===== src/rtl/uart_tx.sv =====
// rtl/uart_tx.sv - 8-bit UART transmitter with parity, configurable stop bits and a one-entry holding buffer

module uart_tx #(
    parameter int BAUD_DIV  = 3,
    parameter int PARITY    = 0,
    parameter int STOP_BITS = 1
) (
    input  logic       clk,
    input  logic       reset,
    input  logic       tx_start,
    input  logic [7:0] data_in,
    output logic       tx,
    output logic       ready,
    output logic       busy,
    output logic       tx_done
);

    localparam logic [2:0] S_IDLE   = 3'd0;
    localparam logic [2:0] S_START  = 3'd1;
    localparam logic [2:0] S_DATA   = 3'd2;
    localparam logic [2:0] S_PARITY = 3'd3;
    localparam logic [2:0] S_STOP   = 3'd4;

    localparam logic [15:0] BAUD_LAST = 16'(BAUD_DIV - 1);
    localparam logic [2:0]  STOP_LAST = 3'(STOP_BITS - 1);
    localparam logic        PAR_ODD   = (PARITY != 0);

    logic [2:0]  state_q, state_d;
    logic [15:0] cnt_q, cnt_d;
    logic [2:0]  bit_q, bit_d;
    logic [7:0]  shift_q, shift_d;
    logic        par_q, par_d;
    logic [7:0]  hold_q, hold_d;
    logic        full_q, full_d;
    logic        tx_q, tx_d;
    logic        busy_q, busy_d;
    logic        done_q, done_d;
    logic        baud_end;
    logic        load;

    assign baud_end = (cnt_q == BAUD_LAST);

    always_comb begin
        state_d = state_q;
        cnt_d   = cnt_q;
        bit_d   = bit_q;
        shift_d = shift_q;
        par_d   = par_q;
        hold_d  = hold_q;
        full_d  = full_q;
        tx_d    = tx_q;
        busy_d  = busy_q;
        done_d  = 1'b0;
        load    = 1'b0;

        if (state_q != S_IDLE) begin
            cnt_d = baud_end ? 16'd0 : cnt_q + 16'd1;
        end

        case (state_q)
            S_IDLE: load = full_q;
            S_START: begin
                if (baud_end) begin
                    state_d = S_DATA;
                    bit_d   = 3'd0;
                    tx_d    = shift_q[0];
                end
            end
            S_DATA: begin
                if (baud_end) begin
                    if (bit_q == 3'd7) begin
                        state_d = S_PARITY;
                        tx_d    = par_q;
                    end else begin
                        bit_d   = bit_q + 3'd1;
                        shift_d = {1'b0, shift_q[7:1]};
                        tx_d    = shift_q[1];
                    end
                end
            end
            S_PARITY: begin
                if (baud_end) begin
                    state_d = S_STOP;
                    bit_d   = 3'd0;
                    tx_d    = 1'b1;
                end
            end
            S_STOP: begin
                if (baud_end) begin
                    if (bit_q == STOP_LAST) begin
                        done_d = 1'b1;
                        if (full_q) begin
                            load = 1'b1;
                        end else begin
                            state_d = S_IDLE;
                            busy_d  = 1'b0;
                            tx_d    = 1'b1;
                        end
                    end else begin
                        bit_d = bit_q + 3'd1;
                    end
                end
            end
            default: begin
                state_d = S_IDLE;
                busy_d  = 1'b0;
                tx_d    = 1'b1;
            end
        endcase

        // Loading the shifter frees the buffer; acceptance only happens when it is empty,
        // so the two can never coincide.
        if (load) begin
            state_d = S_START;
            cnt_d   = 16'd0;
            shift_d = hold_q;
            par_d   = (^hold_q) ^ PAR_ODD;
            full_d  = 1'b0;
            tx_d    = 1'b0;
            busy_d  = 1'b1;
        end

        if (tx_start && !full_q) begin
            hold_d = data_in;
            full_d = 1'b1;
        end
    end

    always_ff @(posedge clk or negedge reset) begin
        if (!reset) begin
            state_q <= S_IDLE;
            cnt_q   <= 16'd0;
            bit_q   <= 3'd0;
            shift_q <= 8'd0;
            par_q   <= 1'b0;
            hold_q  <= 8'd0;
            full_q  <= 1'b0;
            tx_q    <= 1'b1;
            busy_q  <= 1'b0;
            done_q  <= 1'b0;
        end else begin
            state_q <= state_d;
            cnt_q   <= cnt_d;
            bit_q   <= bit_d;
            shift_q <= shift_d;
            par_q   <= par_d;
            hold_q  <= hold_d;
            full_q  <= full_d;
            tx_q    <= tx_d;
            busy_q  <= busy_d;
            done_q  <= done_d;
        end
    end

    assign tx      = tx_q;
    assign busy    = busy_q;
    assign tx_done = done_q;
    assign ready   = ~full_q;

endmodule


===== config.mk =====
export PLATFORM = sky130hd
export DESIGN_NAME = uart_tx
export DESIGN_NICKNAME = d
export VERILOG_FILES = /design/src/rtl/uart_tx.sv
export SDC_FILE = /design/constraint.sdc
export NUM_CORES = 1
export LEC_CHECK = 0
export BUFFER_PORTS_ARGS = -buffer_cell sky130_fd_sc_hd__buf_2
export CAP_MARGIN = 10
export CORE_ASPECT_RATIO = 1.4
export CORE_UTILIZATION = 46
export CTS_CLUSTER_DIAMETER = 30
export CTS_CLUSTER_SIZE = 14
export DETAILED_ROUTE_END_ITERATION = 16
export HOLD_SLACK_MARGIN = 0.15
export MAX_ROUTING_LAYER = met4
export PLACE_DENSITY = 0.59
export SLEW_MARGIN = 20
export SYNTH_ARGS = -nofsm -noshare
export SYNTH_HDL_FRONTEND = slang
export SYNTH_SLANG_ARGS = --single-unit

===== constraint.sdc =====
create_clock -name clk -period 3.98 [get_ports clk]
set_input_delay 0.597 -clock clk [delete_from_list [all_inputs] [get_ports clk]]
set_output_delay 0.597 -clock clk [all_outputs]
set_load 0.005 [all_outputs]

==> flow_summary.json <==
{
  "status": "finished clean",
  "fp.dieH_um": 84.2,
  "wirelength_mm": 3.89,
  "dp_hpwl_mm": 2.80,
  "drt_iter0_drc": 40,
  "period_share_pct": 57.2,
  "ys_types": 42,
  "grt_pass1_vias": 1514,
  "tightest_slew_ns": 0.951,
  "areaGrowthSynthToFinish_pct": 8.07,
  "post_cts_buffers": 0,
  "grt_usage_pct": 17.8,
  "cap_violations": 0,
  "crit_family": "compound AO/OA/AOI/OAI gates",
  "syn_avg_cell_area_um2": 10.1,
  "antenna_cells": 0,
  "synth_cells": 220,
  "holdWs_ns": 0.439,
  "dp_slack_ns": 1.68,
  "worstRegToRegCells": 7,
  "cp_cell_sequence": "inv_1 -> ha_1 -> nor4b_2 -> nand4_1 -> o21ai_2 -> nor2_1 -> mux2_4",
  "end_kind": "register",
  "synth_top_area_share_pct": 47.4,
  "core_um2": 4570,
  "instances_no_fill": 295,
  "clk_latency_ns": 0.30,
  "setup_slack_ns": 1.70,
  "dp.cells": 287,
  "finalMaxSlewViolations": 0,
  "clk_pin_slew_worst_paths_ns": 0.09,
  "hold_buffers": 0,
  "setup_viol": 0,
  "cp_max_fo": 22,
  "hold_violations": 0,
  "synthArstFlopShare_pct": 100,
  "overflow": 0,
  "antenna_found_initial": 0,
  "boundaryPins": 15,
  "fin_nets": 248,
  "grt_pass1_wl_mm": 6.65,
  "synth_top_flop_cell": "dfrtp_1",
  "vias": 1551,
  "startpoint": "cnt_q[0]",
  "clock.fmax_ghz": 0.439,
  "vdd_drop_max_v": 0.000447,
  "max_stage_delay_ns": 0.69,
  "ctsLongestPathBuffers": 2,
  "tritoncts.num_buffers": 5,
  "start_util_pct": 48.5,
  "drc": 0,
  "cts_tree": "done",
  "rows": 29,
  "finalSetupTns_ns": 0,
  "clock-root-buffer": "clkbuf_8",
  "yosysTopAreaCell": "dfrtp_1",
  "critPathArrivalTime_ns": 2.50,
  "dr.pass1.iters": 4,
  "avgViaCountPerCell": 5.26,
  "ys_ff_latch": 43,
  "synth_nets": 236,
  "die_w_um": 60.7,
  "fin_crit_ns": 2.28,
  "placed_cell_area_um2": 2310,
  "die_area_um2": 5110,
  "r2r_slack_ns": 1.70,
  "stdcell_area_um2": 2400,
  "drive_gt1_share_pct": 16.3,
  "detail-route-antenna-nets": 0,
  "synth_edf_count": 0,
  "fin_skew_ns": 0.0115,
  "worst_setup_path_start_kind": "register",
  "yosys_warnings": 0,
  "slowest_stage": "o21ai_2",
  "critPathBufInv": 1,
  "rsz0062_at_grt": "false",
  "worstPathRequired_ns": 4.20,
  "nFillCells": 451,
  "cts.sinks": 43,
  "port-buffer-count": 14,
  "yosysSeqAreaShare_pct": 48.6,
  "cts_resized": 0,
  "p_total_mw": 1.70,
  "htreeDepth": 2,
  "fin_util_pct": 52.4,
  "synth_area_leaders": "dfrtp_1 (47%), xnor2_1 (5.1%), mux2i_1 (4.5%), mux2_2 (4.1%), nor2_1 (4.1%)",
  "crit_type": "register to register",
  "reg2reg_to": "tx",
  "slew-limit-headroom_pct": 36.6,
  "r2r-start": "cnt_q[0]",
  "netlist_area_um2": 2220,
  "grt_max_degree": 44,
  "leakagePower_nw": 1.07,
  "hold_path_class": "primary input to asynchronous set/reset pin",
  "place.gp.congestion": 0.784,
  "avgRoutedWirePerCell_um": 13.2,
  "powerDensity_nw_per_um2": 707
}
==> logic make-up after synthesis <==
group	Yosys count	share of synthesized area, %
AND/OR/NAND/NOR	82	19.2
flip-flops	43	48.6
AO/OA/AOI/OAI	33	8.74
buffers and inverters	20	4.29
multiplexers	19	9.25
XOR/XNOR	18	7.11
adder cells (fa/ha/maj)	5	2.82
==> report_power, final <==
part	total (mW)	switching (mW)	leakage [nW]	internal (mW)
combinational	0.703	0.375	0.487	0.327
sequential	0.723	0.139	0.546	0.584
clock	0.271	0.148	0.0412	0.123
total	1.70	0.662	1.07	1.03
==> synthesized netlist by cell type (2+ instances only) <==
library cell  instances
a21oi_1               6
a31oi_1               2
and2_1                2
and4_1                2
buf_2                 3
buf_4                 4
dfrtp_1              42
ha_1                  5
inv_1                11
mux2_2                8
mux2i_1              10
nand2_1              23
nand3_1               8
nand4_1               2
nor2_1               24
nor2b_1               2
nor3_1                4
nor3b_1               2
nor4_1                3
nor4_2                3
o21ai_0              14
o21ai_1               3
or3_1                 2
xnor2_1              13
xor2_1                5
==> state kept, by name, indices dropped and copies added (netlist names), 3 cells and up <==
name	flops
bit_q	3
cnt_q	16
hold_q	8
shift_q	8
state_q	3
==> routing by layer <==
layer	share of wire, %	track usage [%]	wire, µm	vias to the layer above
met5	0	-	0	-
met3	2.4	3.85	94	9
li1	-	-	-	779
met4	2.3	7.23	90	0
met1	45	20.9	1750	744
met2	50	28.9	1960	19
==> placed cells by master, fill, tap and decap left out, drive strengths merged, types with 6 or more instances in the layout <==
cell type and n:
nor4 6, buf 14, mux2i 10, a21oi 7, dfrtp 42, inv 11
xnor2 13, mux2 9, nor2 24, o21ai 18, nand2 23, nand3 8
clkbuf 6
==> layout make-up <==
class | count | area (µm²) | share of cell area [%]
Clock buffer | 6 | 72.6 | 3.03
Clock inverter | 2 | 12.5 | 0.522
Inverter | 11 | 41.3 | 1.72
Multi-Input combinational cell | 157 | 1050 | 43.6
Sequential cell | 43 | 1080 | 44.9
Tap cell | 62 | 77.6 | 3.24
Timing Repair Buffer | 14 | 70.1 | 2.92
==> worst max path at each step <==
stage | endpoint | slack, ns | cells past startpoint
final | tx | 1.70 | 7
after global routing | tx | 1.48 | 7
after CTS | tx | 1.68 | 7
after detailed placement | tx | 1.68 | 7
after global placement | tx | 1.74 | 7
after floorplan | tx | 2.22 | 8
(Power assumes the default switching activity.)
